$ cat src/rtl/slurm16_dma_memcpy.sv
// slurm16_dma_memcpy: word-oriented DMA copy engine.
// Register-bus slave (SRC/DST/COUNT/CTRL-STATUS) and memory-arbiter master.
// Optional fill mode is compiled in when DMA_FILL_EN is defined.
module slurm16_dma_memcpy #(
    parameter int ADDR_BITS = 16,
    parameter int DATA_BITS = 16
) (
    input  logic                 CLK,
    input  logic                 RSTb,
    input  logic [1:0]           reg_addr,
    input  logic [15:0]          reg_wr_data,
    input  logic                 reg_wr,
    output logic [15:0]          reg_rd_data,
    output logic                 mem_req,
    output logic                 mem_wr,
    output logic [ADDR_BITS-1:0] mem_addr,
    output logic [DATA_BITS-1:0] mem_wr_data,
    input  logic                 mem_gnt,
    input  logic [DATA_BITS-1:0] mem_rd_data,
    output logic                 irq
);

    typedef enum logic [1:0] {IDLE, RD, RD_DATA, WR} state_t;

    state_t                 state_q, state_d;
    logic [ADDR_BITS-1:0]   src_q, src_d, dst_q, dst_d, cnt_q, cnt_d;
    logic                   done_q, done_d, aborted_q, aborted_d, fill_q, fill_d;
    logic                   req_q, req_d, wr_q, wr_d;
    logic [ADDR_BITS-1:0]   addr_q, addr_d;
    logic [DATA_BITS-1:0]   wdata_q, wdata_d;

    logic ctrl_wr, start, abort, clear, fill_req, busy;

    assign ctrl_wr = reg_wr && (reg_addr == 2'd3);
    assign start   = ctrl_wr && reg_wr_data[0];
    assign abort   = ctrl_wr && reg_wr_data[1];
    assign clear   = ctrl_wr && reg_wr_data[2];
    assign busy    = (state_q != IDLE);

`ifdef DMA_FILL_EN
    assign fill_req = reg_wr_data[3];
`else
    assign fill_req = 1'b0;
`endif

    assign mem_req     = req_q;
    assign mem_wr      = wr_q;
    assign mem_addr    = addr_q;
    assign mem_wr_data = wdata_q;
    assign irq         = done_q;

    // Register read mux: live counters plus status bits
    always_comb begin
        reg_rd_data = '0;
        case (reg_addr)
            2'd0:    reg_rd_data = 16'(src_q);
            2'd1:    reg_rd_data = 16'(dst_q);
            2'd2:    reg_rd_data = 16'(cnt_q);
            default: reg_rd_data = {12'h000, fill_q, aborted_q, done_q, busy};
        endcase
    end

    // Next-state, register updates and registered memory-port outputs
    always_comb begin
        state_d   = state_q;
        src_d     = src_q;
        dst_d     = dst_q;
        cnt_d     = cnt_q;
        done_d    = done_q;
        aborted_d = aborted_q;
        fill_d    = fill_q;

        // Clear is applied first so a completion in the same cycle overrides it
        if (clear) begin
            done_d    = 1'b0;
            aborted_d = 1'b0;
        end

        case (state_q)
            IDLE: begin
                if (start) begin
                    done_d    = 1'b0;
                    aborted_d = 1'b0;
                    fill_d    = fill_req;
                    if (cnt_q == '0) done_d = 1'b1;
                    else             state_d = fill_req ? WR : RD;
                end else if (reg_wr) begin
                    case (reg_addr)
                        2'd0:    src_d = ADDR_BITS'(reg_wr_data);
                        2'd1:    dst_d = ADDR_BITS'(reg_wr_data);
                        2'd2:    cnt_d = ADDR_BITS'(reg_wr_data);
                        default: ;
                    endcase
                end
            end
            RD:      if (mem_gnt) state_d = RD_DATA;
            RD_DATA: state_d = WR;
            WR: begin
                if (mem_gnt) begin
                    src_d = fill_q ? src_q : src_q + 1'b1;
                    dst_d = dst_q + 1'b1;
                    cnt_d = cnt_q - 1'b1;
                    if (cnt_q == ADDR_BITS'(1)) begin
                        state_d = IDLE;
                        done_d  = 1'b1;
                    end else begin
                        state_d = fill_q ? WR : RD;
                    end
                end
            end
            default: state_d = IDLE;
        endcase

        // Abort keeps any counter progress from a write granted this cycle
        if (busy && abort) begin
            state_d   = IDLE;
            aborted_d = 1'b1;
            done_d    = 1'b0;
        end

        req_d   = (state_d == RD) || (state_d == WR);
        wr_d    = (state_d == WR);
        addr_d  = addr_q;
        if (state_d == RD)      addr_d = src_d;
        else if (state_d == WR) addr_d = dst_d;
        wdata_d = wdata_q;
        if (state_q == RD_DATA)              wdata_d = mem_rd_data;
        else if (state_d == WR && fill_d)    wdata_d = DATA_BITS'(src_d);
    end

    // State and output registers
    always_ff @(posedge CLK or negedge RSTb) begin
        if (!RSTb) begin
            state_q   <= IDLE;
            src_q     <= '0;
            dst_q     <= '0;
            cnt_q     <= '0;
            done_q    <= 1'b0;
            aborted_q <= 1'b0;
            fill_q    <= 1'b0;
            req_q     <= 1'b0;
            wr_q      <= 1'b0;
            addr_q    <= '0;
            wdata_q   <= '0;
        end else begin
            state_q   <= state_d;
            src_q     <= src_d;
            dst_q     <= dst_d;
            cnt_q     <= cnt_d;
            done_q    <= done_d;
            aborted_q <= aborted_d;
            fill_q    <= fill_d;
            req_q     <= req_d;
            wr_q      <= wr_d;
            addr_q    <= addr_d;
            wdata_q   <= wdata_d;
        end
    end

endmodule
$ cat config.mk
export PLATFORM = sky130hd
export DESIGN_NAME = slurm16_dma_memcpy
export DESIGN_NICKNAME = d
export VERILOG_FILES = /design/src/rtl/slurm16_dma_memcpy.sv
export SDC_FILE = /design/constraint.sdc
export NUM_CORES = 1
export LEC_CHECK = 0
export CAP_MARGIN = 20
export CELL_PAD_IN_SITES_DETAIL_PLACEMENT = 0
export CELL_PAD_IN_SITES_GLOBAL_PLACEMENT = 2
export CORE_MARGIN = 3
export CORE_UTILIZATION = 30
export DETAILED_ROUTE_END_ITERATION = 12
export HOLD_SLACK_MARGIN = 0.08
export PLACE_DENSITY = 0.8
export SKIP_LAST_GASP = 1
export SYNTH_ARGS = -nofsm -noshare
export SYNTH_HDL_FRONTEND = slang
export SYNTH_SLANG_ARGS = --single-unit
$ cat constraint.sdc
create_clock -name CLK -period 5.5 [get_ports CLK]
set_input_delay 0.55 -clock CLK [delete_from_list [all_inputs] [get_ports CLK]]
set_output_delay 0.55 -clock CLK [all_outputs]
set_load 0.005 [all_outputs]
# ---- Word-level counts from Yosys, hierarchy flattened
# Cells that the tools add are included.
dict set report word_totals {
  register_bits 87
  elab_cells 84
}
dict set report classes {
  n_eq_ne 13
  n_mux 42
  addsub 3
  n_reduce_logical 15
}
# cell count
set ops {}
lappend ops {{$mux 16} 17}
lappend ops {{$pmux 16 s2} 3}
lappend ops {{$pmux 16 s3} 1}
lappend ops {{$add 16x1->16 const B} 2}
lappend ops {{$eq 16x1->1 const B} 1}
lappend ops {{$logic_not 16->1} 1}
lappend ops {{$sub 16x1->16 const B} 1}
lappend ops {{$mux 2} 7}
lappend ops {{$mux 1} 12}
lappend ops {{$eq 2x2->1 const B} 5}
lappend ops {{$pmux 2 s4} 1}
lappend ops {{$reduce_bool 2->1} 4}
lappend ops {{$eq 2x1->1 const B} 3}
lappend ops {{$logic_and 1x1->1} 6}
lappend ops {{$ne 2x2->1 const B} 3}
lappend ops {{$reduce_and 5->1} 1}
lappend ops {{$logic_not 2->1} 2}
lappend ops {{$ne 2x1->1 const B} 1}
lappend ops {{$pmux 1 s2} 1}
lappend ops {{$logic_or 1x1->1} 1}

# ---- Logic depth before layout (Yosys ltp)
dict set report depth {
  depth_word 10
  depth_mapped 12
  depth_no_buf 10
}

# ---- Least setup slack after synthesis
# Ideal clock, no wire load.
dict set report synth_path {
  kind {reg2reg}
  startpoint {register state_q[0]}
  endpoint {register wdata_q[10], in the netlist mem_wr_data[10]}
  path_slack_ns 3.008
  required_ns 5.374
  synth_period_minus_slack_ns 2.492
  t_arrival_ns 2.366
  stages_incl_launch_ff 11
  n_path_buf 2
  cell_sequence {dfrtp_1 -> inv_1 -> ha_1 -> or3_1 -> o21ba_2 -> nor3_2 -> o211ai_2 -> or2_1 -> buf_2 -> buf_6 -> a221o_1}
}
dict set report synth_between {
  elab_chain_cells 7
  word_cells_on_any_way 19
  cone_classes {4 x eq/ne; 10 x mux; 5 x reduce/logical}
}
# element line
set synth_rtl {}
lappend synth_rtl {{start, declared} 25} ;# state_t state_q, state_d;
lappend synth_rtl {{start signal, assigned} 146} ;# state_q <= state_d;
lappend synth_rtl {{$mux 2} 85} ;# if (cnt_q == '0) done_d = 1'b1;
lappend synth_rtl {{$mux 2} 81} ;# if (start) begin
lappend synth_rtl {{$pmux 2 s4} 79} ;# case (state_q)
lappend synth_rtl {{$mux 2} 115} ;# if (busy && abort) begin
lappend synth_rtl {{$eq 2x2->1} 128} ;# else if (state_d == WR && fill_d) wdata_d = DATA_BITS'(src_d);
lappend synth_rtl {{$logic_and 1x1->1} 128}
lappend synth_rtl {{$reduce_bool 2->1 (no line)} -}
lappend synth_rtl {{end signal, assigned} 156} ;# wdata_q <= wdata_d;
lappend synth_rtl {{end, declared} 30} ;# logic [DATA_BITS-1:0] wdata_q, wdata_d;
# Parallel ways exist; a longest one is shown, timed or not. The select of a mux whose other input is x is not followed.
# A chain may end at the register's enable or synchronous reset.

# ---- Final worst setup path
dict set report layout_path {
  startpoint {input reg_addr[1]}
  endpoint {output reg_rd_data[8]}
}
dict set report layout_between {
  elab_chain_cells 2
  word_cells_on_any_way 4
  cone_classes {2 x eq/ne; 1 x mux; 1 x reduce/logical}
}
# element line
set layout_rtl {}
lappend layout_rtl {{start, declared} 10} ;# input logic [1:0] reg_addr,
lappend layout_rtl {{$eq 2x2->1, or another cell as far along} 55} ;# case (reg_addr)
lappend layout_rtl {{$pmux 16 s3 *} 55}
lappend layout_rtl {{end, declared} 13} ;# output logic [15:0] reg_rd_data,
# Every way passes the cells marked *; elsewhere a longest branch is shown, timed or not.

==> summary.md <==
* 2.08 mW — cell-internal power
* 5680 um^2 — Cell Area, Synth
* 1.91 ns — worst setup slack before clock tree synthesis
* sky130_fd_sc_hd__dfrtp_1 — most common flop cell mapped by yosys
* 284 MHz — peak clock frequency supported by timing
* 23.1% — area grow syn2layout
* 0.379 — Seq/Total Area, Yosys
* 0 — number of hold buffers added after CTS
* primary output — endpoint kind of the worst setup timing path
* 0 — final max-slew violation count
* 5.83 — DR vias/cell
* 0 — Gates resized, CTS repair
* 6700 um^2 — post-place instance area
* 3.85 mW — PnR Total Power
* 0.318 — power share of the sequential group
* 2.77 nW — static leakage power
* 690 — Syn Nets
* 144 um — Die Wd
* 747 — final net count
* 21.1 um — post-detailed-route wirelength per cell
* 2 — CP bufs+invs
* no — unrepaired setup endpoints after global routing
* 0 — setup bufs post-CTS
* 14500 um — post-detail-place hpwl
* 0.379 — proportion of netlist area held by the largest area contributor
* 0 — Post-synth EDFFs
* 4.95 ns — CP Data Required Time
* 12 — largest driver fanout on the critical path
* 6990 um^2 — design area
* 9 — number of buffers created by CTS
* reg_addr[1] — worst setup path startpoint
* 0.00952 ns — post-route clock skew
* 75 — number of distinct standard cells referenced by the synthesized netlist
* 3 — number of H-tree levels
* sky130_fd_sc_hd__clkbuf_16 — Clock Root Buffer
* 0.160 — clock share of power
* 0 — Antenna diodes
* 2.98 ns — arrival time at the worst endpoint
* 18300 um^2 — area of the core
* 0.35 ns — worst-skew pair later-pin latency
* 20600 um^2 — total die area
* 643 — cells after synthesis
* 64 — maximum number of pins on one net before global-route repair
* 0 — count of endpoints failing setup in the final report
* primary input — Setup crit start kind
* 550 nW/um^2 — power per standard cell area
* finished, final reports clean — outcome
* 0 ns — post-route setup TNS
* 0.216 mV — peak ir drop on the vdd network
* 3.53 ns — min Tclk post-route
* 1.12 ns — slew at the pin closest to its max-slew limit
* reg_rd_data[8] — CP Capture Point
* 86 — #FFs+latches synth
* 0.196 — total global routing track utilization
* 89 — Top Ports
* sky130_fd_sc_hd__dfrtp_1 — cell type contributing the most total cell area after synthesis
* 0 — # DRC
* 404 — violation count after the first detailed-route iteration
* state_q[0] — RR Startpoint
* 8.84 um^2 — Avg Inst Size Synth
* primary input to asynchronous set/reset pin — worst hold path type
* yes — clock tree from TritonCTS
* 0.07 ns — Clk pin slew, worst setup/hold paths
* 88 — count of buffers from port buffering
* 9 — depth of the worst register-to-register path
* clkdlybuf4s50_1, nor2b_1, nand2_1, o21ai_0, clkdlybuf4s50_1 — chain of cells forming the critical path
* 144 um — height of the die
* 0.311 — starting density of the core
* 49 — row cnt
* 0 — number of antenna violations at the first check in global routing
* primary input to primary output — critical path start-end classification
* 2 — number of buffers on the longest clock path
* 1.97 ns — post-route worst setup slack
* 0.522 — combinational power share
* 31300 um — wire length of the first global-routing pass
* buffers and inverters — category of cells accounting for the largest share of critical-path delay
* 1.00 — Async SR Flop Fraction
* sky130_fd_sc_hd__clkdlybuf4s50_1 — most used cell, CP
* 0.459 — fraction of power spent switching nets
* 5 — critical path depth in cells
* 5334 — number of global-route vias before repair
* 0 — Final Hold Violating Endpoints
* 86 — clk sinks
* 0 — max capacitance violation total
* 5444 — total number of vias
* 2.19 ns — Reg2Reg Setup Slack
* 0.827 — Final Wtd Congestion
* 0.255 — headroom to the max-slew limit
* 0 — number of synthesis warnings
* 0.641 — fraction of the cycle the final worst path needs
* 19700 um — sum of routed wire length over all layers
* 0 — post-detailed-route count of antenna-violating nets
* mem_wr_data[13] — reg2reg end
* 0 — total overflow reported by the global router
* 0.0809 — share of cells above drive strength 1
* 6 — number of iterations in the first detailed-routing pass
* sky130_fd_sc_hd__dfrtp_1, sky130_fd_sc_hd__a221o_1, sky130_fd_sc_hd__o21ai_0 — cells taking the most area after synthesis
* 1868 — fillcell total
* 0.92 ns — crit-path max cell delay
* sky130_fd_sc_hd__nor2b_1 — cell at the slowest stage of the critical path
* 1.77 mW — power spent charging and discharging nets
cells by family (layout without fill, tap and decap cells):
group / count (synthesis) / in the layout / share of synthesized area
buffers and inverters: 81 / 143 / 0.0590
adders and majority gates: 9 / 9 / 0.0198
muxes: 31 / 31 / 0.0652
DFF: 86 / 86 / 0.379
and+or+nand+nor: 246 / 246 / 0.239
xor gates and xnor gates: 1 / 1 / 0.00154
AOI/OAI and AO/OA: 189 / 189 / 0.236
synthesized netlist by cell type, types with 19 or more instances:
cell type / n
sky130_fd_sc_hd__nor3_1: 20
sky130_fd_sc_hd__inv_1: 25
sky130_fd_sc_hd__nor2b_1: 20
sky130_fd_sc_hd__a21oi_1: 33
sky130_fd_sc_hd__nand3_1: 26
sky130_fd_sc_hd__dfrtp_1: 86
sky130_fd_sc_hd__clkbuf_1: 39
sky130_fd_sc_hd__a221o_1: 28
sky130_fd_sc_hd__nand2_1: 53
sky130_fd_sc_hd__mux2i_1: 19
sky130_fd_sc_hd__nor2_1: 37
sky130_fd_sc_hd__nor4_1: 20
sky130_fd_sc_hd__o21ai_0: 49
power groups by stage:
stage	registers, mW	clock network, mW	logic (mW)
floorplan	1.10	0	1.34
global placement	1.22	0	1.98
detailed placement	1.22	0	2.01
CTS	1.22	0.624	2.02
global route	1.27	0.650	2.22
finish	1.22	0.614	2.01
worst register-to-register path, delay by kind of cell, from the launching register on:
family	cells	cell delay (ns)
AO/OA/AOI/OAI	3	0.96
adder cells (fa/ha/maj)	1	0.15
buffers and inverters	2	0.52
flip-flops	1	0.44
AND/OR/NAND/NOR	3	1.13
sequential cells by signal (all words and copies together) (netlist names):
name         count
cnt_q           16
mem_wr           1
fill_q           1
aborted_q        1
state_q          2
mem_wr_data     16
dst_q           16
src_q           16
irq              1
mem_addr        16
metal layers:
metal	GRT usage	up-vias	wire, um
met5	0	-	0
met4	0.0525	0	335
met3	0.0346	23	1210
met2	0.297	205	8600
met1	0.288	2659	9560
li1	-	2557	-
placed cells by master, fill, tap and decap left out, drive strengths merged, types with 6 or more instances in the layout:
cell type	count
clkdlybuf4s50	87
dfrtp	86
nand2	54
o21ai	49
nor2	37
a21oi	33
inv	30
a221o	28
nand3	26
nor4	22
nor3	21
nor2b	20
mux2i	19
o22ai	14
buf	12
nand4	10
clkbuf	10
a22oi	9
ha	9
o211ai	9
mux2	8
and3	7
nand2b	7
nor4b	7
or3	6
worst min path at each step:
| stage | end | depth (start not counted) |
|---|---|---|
| 5_1_grt | cnt_q[7] | 1 |
| 6_report | cnt_q[4] | 1 |
| 3_5_place_dp | cnt_q[4] | 1 |
| 3_3_place_gp | cnt_q[4] | 1 |
| 2_1_floorplan | aborted_q | 0 |
| 4_1_cts | cnt_q[4] | 1 |
area by class of cell:
type	count	area, um^2	share of cell area
inverters	28	105	0.0150
flip-flops and latches	86	2150	0.308
repair buffers	99	961	0.137
well taps	229	287	0.0410
clock buffers	10	239	0.0342
multi-input cells	476	3200	0.457
clock inverters	6	51.3	0.00733
per-stage QoR:
step / std cells / hold slack [ns] / util
3_3_place_gp: 918 / 0.493 / 0.367
4_1_cts: 934 / 0.114 / 0.383
6_report: 934 / 0.115 / 0.383
5_1_grt: 934 / 0.125 / 0.383
2_1_floorplan: 643 / 0.254 / -
3_5_place_dp: 918 / 0.489 / 0.367
No activity file was read; power rests on OpenSTA's default activity.
